==> src/rtl/rf_wb_arbiter.sv <==
// rf_wb_arbiter: round-robin arbitration of ALU/LSU writebacks into one register-file
// write port, plus a 32-entry busy scoreboard for decode-stage hazard checks.
module rf_wb_arbiter #(
   parameter int XLEN = 64
) (
   input  logic            clk,
   input  logic            rst,
   input  logic            a_valid,
   output logic            a_ready,
   input  logic [4:0]      a_rd,
   input  logic [XLEN-1:0] a_data,
   input  logic            b_valid,
   output logic            b_ready,
   input  logic [4:0]      b_rd,
   input  logic [XLEN-1:0] b_data,
   input  logic            resv_valid,
   input  logic [4:0]      resv_rd,
   input  logic            flush,
   input  logic [4:0]      rs1_index,
   input  logic [4:0]      rs2_index,
   output logic            rs1_busy,
   output logic            rs2_busy,
   output logic            wb_en,
   output logic [4:0]      wb_rd,
   output logic [XLEN-1:0] wb_data
);
   logic            prio_q, prio_d;
   logic            wb_en_q, wb_en_d;
   logic [4:0]      wb_rd_q, wb_rd_d;
   logic [XLEN-1:0] wb_data_q, wb_data_d;
   logic [31:0]     busy_q, busy_d;
   logic            a_go, b_go;

   // An idle port is always ready; a contested cycle goes to the prio side.
   always_comb begin
      a_ready   = !b_valid || (a_valid && !prio_q);
      b_ready   = !a_valid || (b_valid && prio_q);
      a_go      = a_valid && a_ready;
      b_go      = b_valid && b_ready;
      prio_d    = a_go ? 1'b1 : b_go ? 1'b0 : prio_q;
      wb_en_d   = a_go ? (a_rd != 5'd0) : b_go ? (b_rd != 5'd0) : 1'b0;
      wb_rd_d   = !wb_en_d ? wb_rd_q : a_go ? a_rd : b_rd;
      wb_data_d = !wb_en_d ? wb_data_q : a_go ? a_data : b_data;
   end

   // Reservation is applied after the writeback clear so a same-index set wins.
   always_comb begin
      busy_d = busy_q;
      if (wb_en_q) busy_d[wb_rd_q] = 1'b0;
      if (resv_valid) busy_d[resv_rd] = 1'b1;
      if (flush) busy_d = '0;
      busy_d[0] = 1'b0;
   end

   always_ff @(posedge clk or posedge rst) begin
      if (rst) begin
         prio_q    <= 1'b0;
         wb_en_q   <= 1'b0;
         wb_rd_q   <= 5'd0;
         wb_data_q <= '0;
         busy_q    <= '0;
      end else begin
         prio_q    <= prio_d;
         wb_en_q   <= wb_en_d;
         wb_rd_q   <= wb_rd_d;
         wb_data_q <= wb_data_d;
         busy_q    <= busy_d;
      end
   end

   assign rs1_busy = busy_q[rs1_index];
   assign rs2_busy = busy_q[rs2_index];
   assign wb_en    = wb_en_q;
   assign wb_rd    = wb_rd_q;
   assign wb_data  = wb_data_q;
endmodule

==> config.mk <==
export PLATFORM = sky130hd
export DESIGN_NAME = rf_wb_arbiter
export DESIGN_NICKNAME = d
export VERILOG_FILES = /design/src/rtl/rf_wb_arbiter.sv
export SDC_FILE = /design/constraint.sdc
export NUM_CORES = 1
export LEC_CHECK = 0
export CAP_MARGIN = 20
export CELL_PAD_IN_SITES_DETAIL_PLACEMENT = 1
export CELL_PAD_IN_SITES_GLOBAL_PLACEMENT = 2
export CORE_ASPECT_RATIO = 1.75
export CORE_MARGIN = 10
export CORE_UTILIZATION = 27
export CTS_CLUSTER_SIZE = 14
export DETAILED_ROUTE_END_ITERATION = 7
export PLACE_DENSITY_LB_ADDON = 0.1
export SLEW_MARGIN = 0
export SYNTH_ARGS = -nofsm -noshare
export SYNTH_HDL_FRONTEND = slang
export SYNTH_SLANG_ARGS = --single-unit
==> constraint.sdc <==
create_clock -name clk -period 4.05 [get_ports clk]
set_input_delay 0.81 -clock clk [delete_from_list [all_inputs] [get_ports clk]]
set_output_delay 0.81 -clock clk [all_outputs]
set_load 0.01 [all_outputs]
==> results of run 1 <==
-- registers in the layout, indices dropped and copies added (netlist names) --
name	cells
wb_en	1
busy_q	31
wb_data	64
prio_q	1
wb_rd	5
-- final cells by class --
| cell class | count | area [um2] |
|---|---|---|
| Multi-Input combinational cell | 332 | 3050 |
| Inverter | 5 | 21.3 |
| Tap cell | 292 | 365 |
| Sequential cell | 102 | 2550 |
| Clock inverter | 5 | 58.8 |
| Clock buffer | 11 | 243 |
| Fill cell | 2278 | 12700 |
| Antenna cell | 1 | 2.50 |
| Timing Repair Buffer | 241 | 2460 |
-- layer usage --
layer	wire, um	track usage	vias up
li1	-	-	2144
met1	7340	0.146	2361
met4	282	0.0465	0
met2	12500	0.298	139
met5	0	0	-
met3	1580	0.0542	17
-- where the power goes --
part	total [mW]	internal [mW]	switching, mW
Sequential	1.26	1.15	0.107
Clock	0.895	0.497	0.398
Combinational	1.08	0.665	0.416
Total	3.24	2.31	0.921
-- stage by stage --
stage | instance area [um2] | total power [mW] | hold WS (ns) | util
floorplan | 5820 | 1.78 | 0.498 | -
global placement | 8430 | 2.36 | 0.496 | 0.394
detailed placement | 8430 | 2.37 | 0.494 | 0.394
CTS | 8730 | 3.30 | 0.516 | 0.408
global route | 8760 | 3.40 | 0.534 | 0.409
finish | 8760 | 3.24 | 0.516 | 0.409
-- critical path: cells and delay by family --
family / cells / cell delay [ns]
compound gates: 1 / 0.13
simple gates: 2 / 0.27
mux: 1 / 0.56
buf+inv: 2 / 1.18
-- cell usage in the layout (no fill, tap or decap), types with 5 or more instances in the layout --
cell	synthesis	layout
mux4_2	6	6
a21oi_1	38	38
nand3_1	10	10
nand3b_1	5	5
nor2_1	10	10
mux2_2	69	69
mux2i_1	18	18
mux2_4	69	69
clkbuf_16	0	9
dfrtp_1	102	102
clkdlybuf4s50_1	0	232
nand2_1	37	37
o21ai_1	31	31
-- cell families after synthesis --
logic type | share of synthesized area
compound gates | 0.0817
buf+inv | 0.0380
flops | 0.439
mux | 0.366
simple gates | 0.0761
-- how the worst min path moves through the flow --
stage,start,to,slack [ns],depth (start not counted)
6_report,wb_data[6],wb_data[6],0.52,1
5_1_grt,wb_data[40],wb_data[40],0.53,1
4_1_cts,wb_data[6],wb_data[6],0.52,1
3_5_place_dp,wb_data[60],wb_data[60],0.49,1
3_3_place_gp,wb_data[3],wb_data[3],0.50,1
2_1_floorplan,prio_q,prio_q,0.50,1
==> results summary, run 1 <==
The post-route clock period utilization is 0.927. The power density over the cells came out at 369 nW/um2. Setup repair after global routing left no endpoint under its margin. The register clock-pin slew on the reported worst setup and hold paths is 0.07 ns. The layout overhead on the synthesized area came out at 50.5%. The number of flops mapped to enable cells by yosys came out at 0. Max-cap violations in this run came to 0. The biggest area contributor in the post-synthesis netlist is dfrtp_1. The leftover overflow at the end of global routing came out at 0. The final setup violation count came out at 0. The wire length of the first global-routing pass is 33,100 um. The path class of the tightest hold or removal check is reg2reg. The number of optimization iterations in the first detailed-route pass is 4.

In this run the worst path has a maximum fanout of 7. The run finished with clean final reports. The share of final-layout standard cells stronger than drive strength 1 came out at 0.251.

The number of cell instances on the worst register-to-register path is 4. The number of hold buffers added after CTS came out at 0. The register bit total from synthesis came out at 102.

The worst-case setup slack after placement came out at 0.284 ns. After legalization and detailed placement, the total HPWL measured about 17,000 um. The die extent in x is 131 um. Yosys instantiated no cell more often than dfrtp_1. Once routing completed, OpenROAD measured the worst setup slack at 0.296 ns.

The CTS buffer count came out at 9. The number of setup buffers added after CTS is 0. Traced cell by cell, the critical path runs through clkdlybuf4s50_1 > mux4_2 > nand2b_1 > o2111ai_1 > nand4_1 > clkdlybuf4s50_1.

The endpoint identified for the worst register-to-register timing path is wb_data[59]. The routed via count divided by cell count came out at 4.71. The share of synthesized area in the top cell type comes to 0.439. The worst setup path is launched from an input pin. The number of nets with antenna violations after detailed routing came out at 0. The number of rows in the core area is 71. The total standard cell area after synthesis came out at 5820 um2. The share of synthesized flip-flops with an asynchronous set or reset came out at 1.00. The routability congestion estimate is ~0.83. The buffer levels on the longest clock path is 2.

After synthesis, the most frequently instantiated cells are 102 x dfrtp_1, 69 x mux2_2, 69 x mux2_4, 38 x a21oi_1, 37 x nand2_1. The aggregate negative setup slack came out at 0 ns. The clock latency on the worst-skew pair came out at 0.35 ns.

The startpoint identified for the worst register-to-register timing path is prio_q. The capturing element of the worst setup path is rs1_busy. The most repeated library cell on the critical path is clkdlybuf4s50_1.

The net count of the mapped netlist is 626. The number of gates resized after CTS was 0. The final wirelength is ~22,000 um. The number of sinks driven by the clock tree came out at approximately 100. The total routing resource utilization after global routing is 0.155. The mean routed wirelength per cell came out at 21.9 um. VDD sags by at most 0.000175 V. The most used flip-flop cell after synthesis is dfrtp_1. In this run the worst setup path begins at rs1_index[0]. The post-layout instance count excluding filler cells came out at 989. The placeable core region is 21,400 um2. Counting I/O delays and the setup requirement, the final critical path takes 3.75 ns.

The flop-to-flop setup slack came out at 1.92 ns. In the synthesized netlist, the number of instances is 467. The reported leakage power is 3.62 nW. The worst-case headroom to the max-slew limit is 0.371. The clock arrives with 0.00556 ns of skew.

The transition time of the tightest slew-check pin came out at 0.939 ns. STA puts the critical path data required time at 3.24 ns. The number of pins with negative max-slew slack in the final report is 0. The die outline area is 28,100 um2. The height of the die is 214 um. The stage delay of the slowest cell on the critical path came out at 0.69 ns. The number of antenna violations at the first check in global routing came out at 1.

TritonCTS built the clock tree. The hold violation total from the final report came out at 0. By area the synthesized netlist is led by dfrtp_1 44%, mux2_4 18%, mux2_2 13%, a21oi_1 3.3%, mux2i_1 3.1%. The DRC violation count after routing came out at 0. The pin count of the biggest net entering global routing came out at a little under 70.

The share of the Yosys chip area taken by registers is 0.439. The via count of the first global-routing pass is around 5,600. The H-tree was split into 3 levels. The quantity of I/O buffers inserted on ports came out at 232. The data arrival time of the worst path is 2.94 ns. The initial detailed-routing violation count is between 150 and 200. Dividing the synthesized area by the synthesized cell count gives roughly 12 um2. In the final design database the tool counted 850 nets.

The fmax came out at roughly 270 MHz. The slowest cell on the critical path is clkdlybuf4s50_1. The number of top-level pins came out at 233. The critical path class is in2out. The unique cell type count in the Yosys netlist came out at 35. The number of warnings printed during yosys synthesis is 0.

The initial core utilization came out at 0.272. Clock tree synthesis selected as its root buffer the cell clkbuf_16. The overall via count from detail_route is 4,661.

The type of element capturing the critical path is an output pin. The cell total after placement is 971.
No activity file was read; power rests on OpenSTA's default activity.
==> inputs of run 2 (changes only) <==
ABC_CLOCK_PERIOD_IN_PS = 4050   (was not set)
==> results of run 2 <==
Final layout, timing and power as in run 1 (identical DEF).
==> inputs of run 3 (changes only) <==
HOLD_SLACK_MARGIN = 0.1   (was not set)
==> results of run 3 <==
Final layout, timing and power as in run 1 (identical DEF).
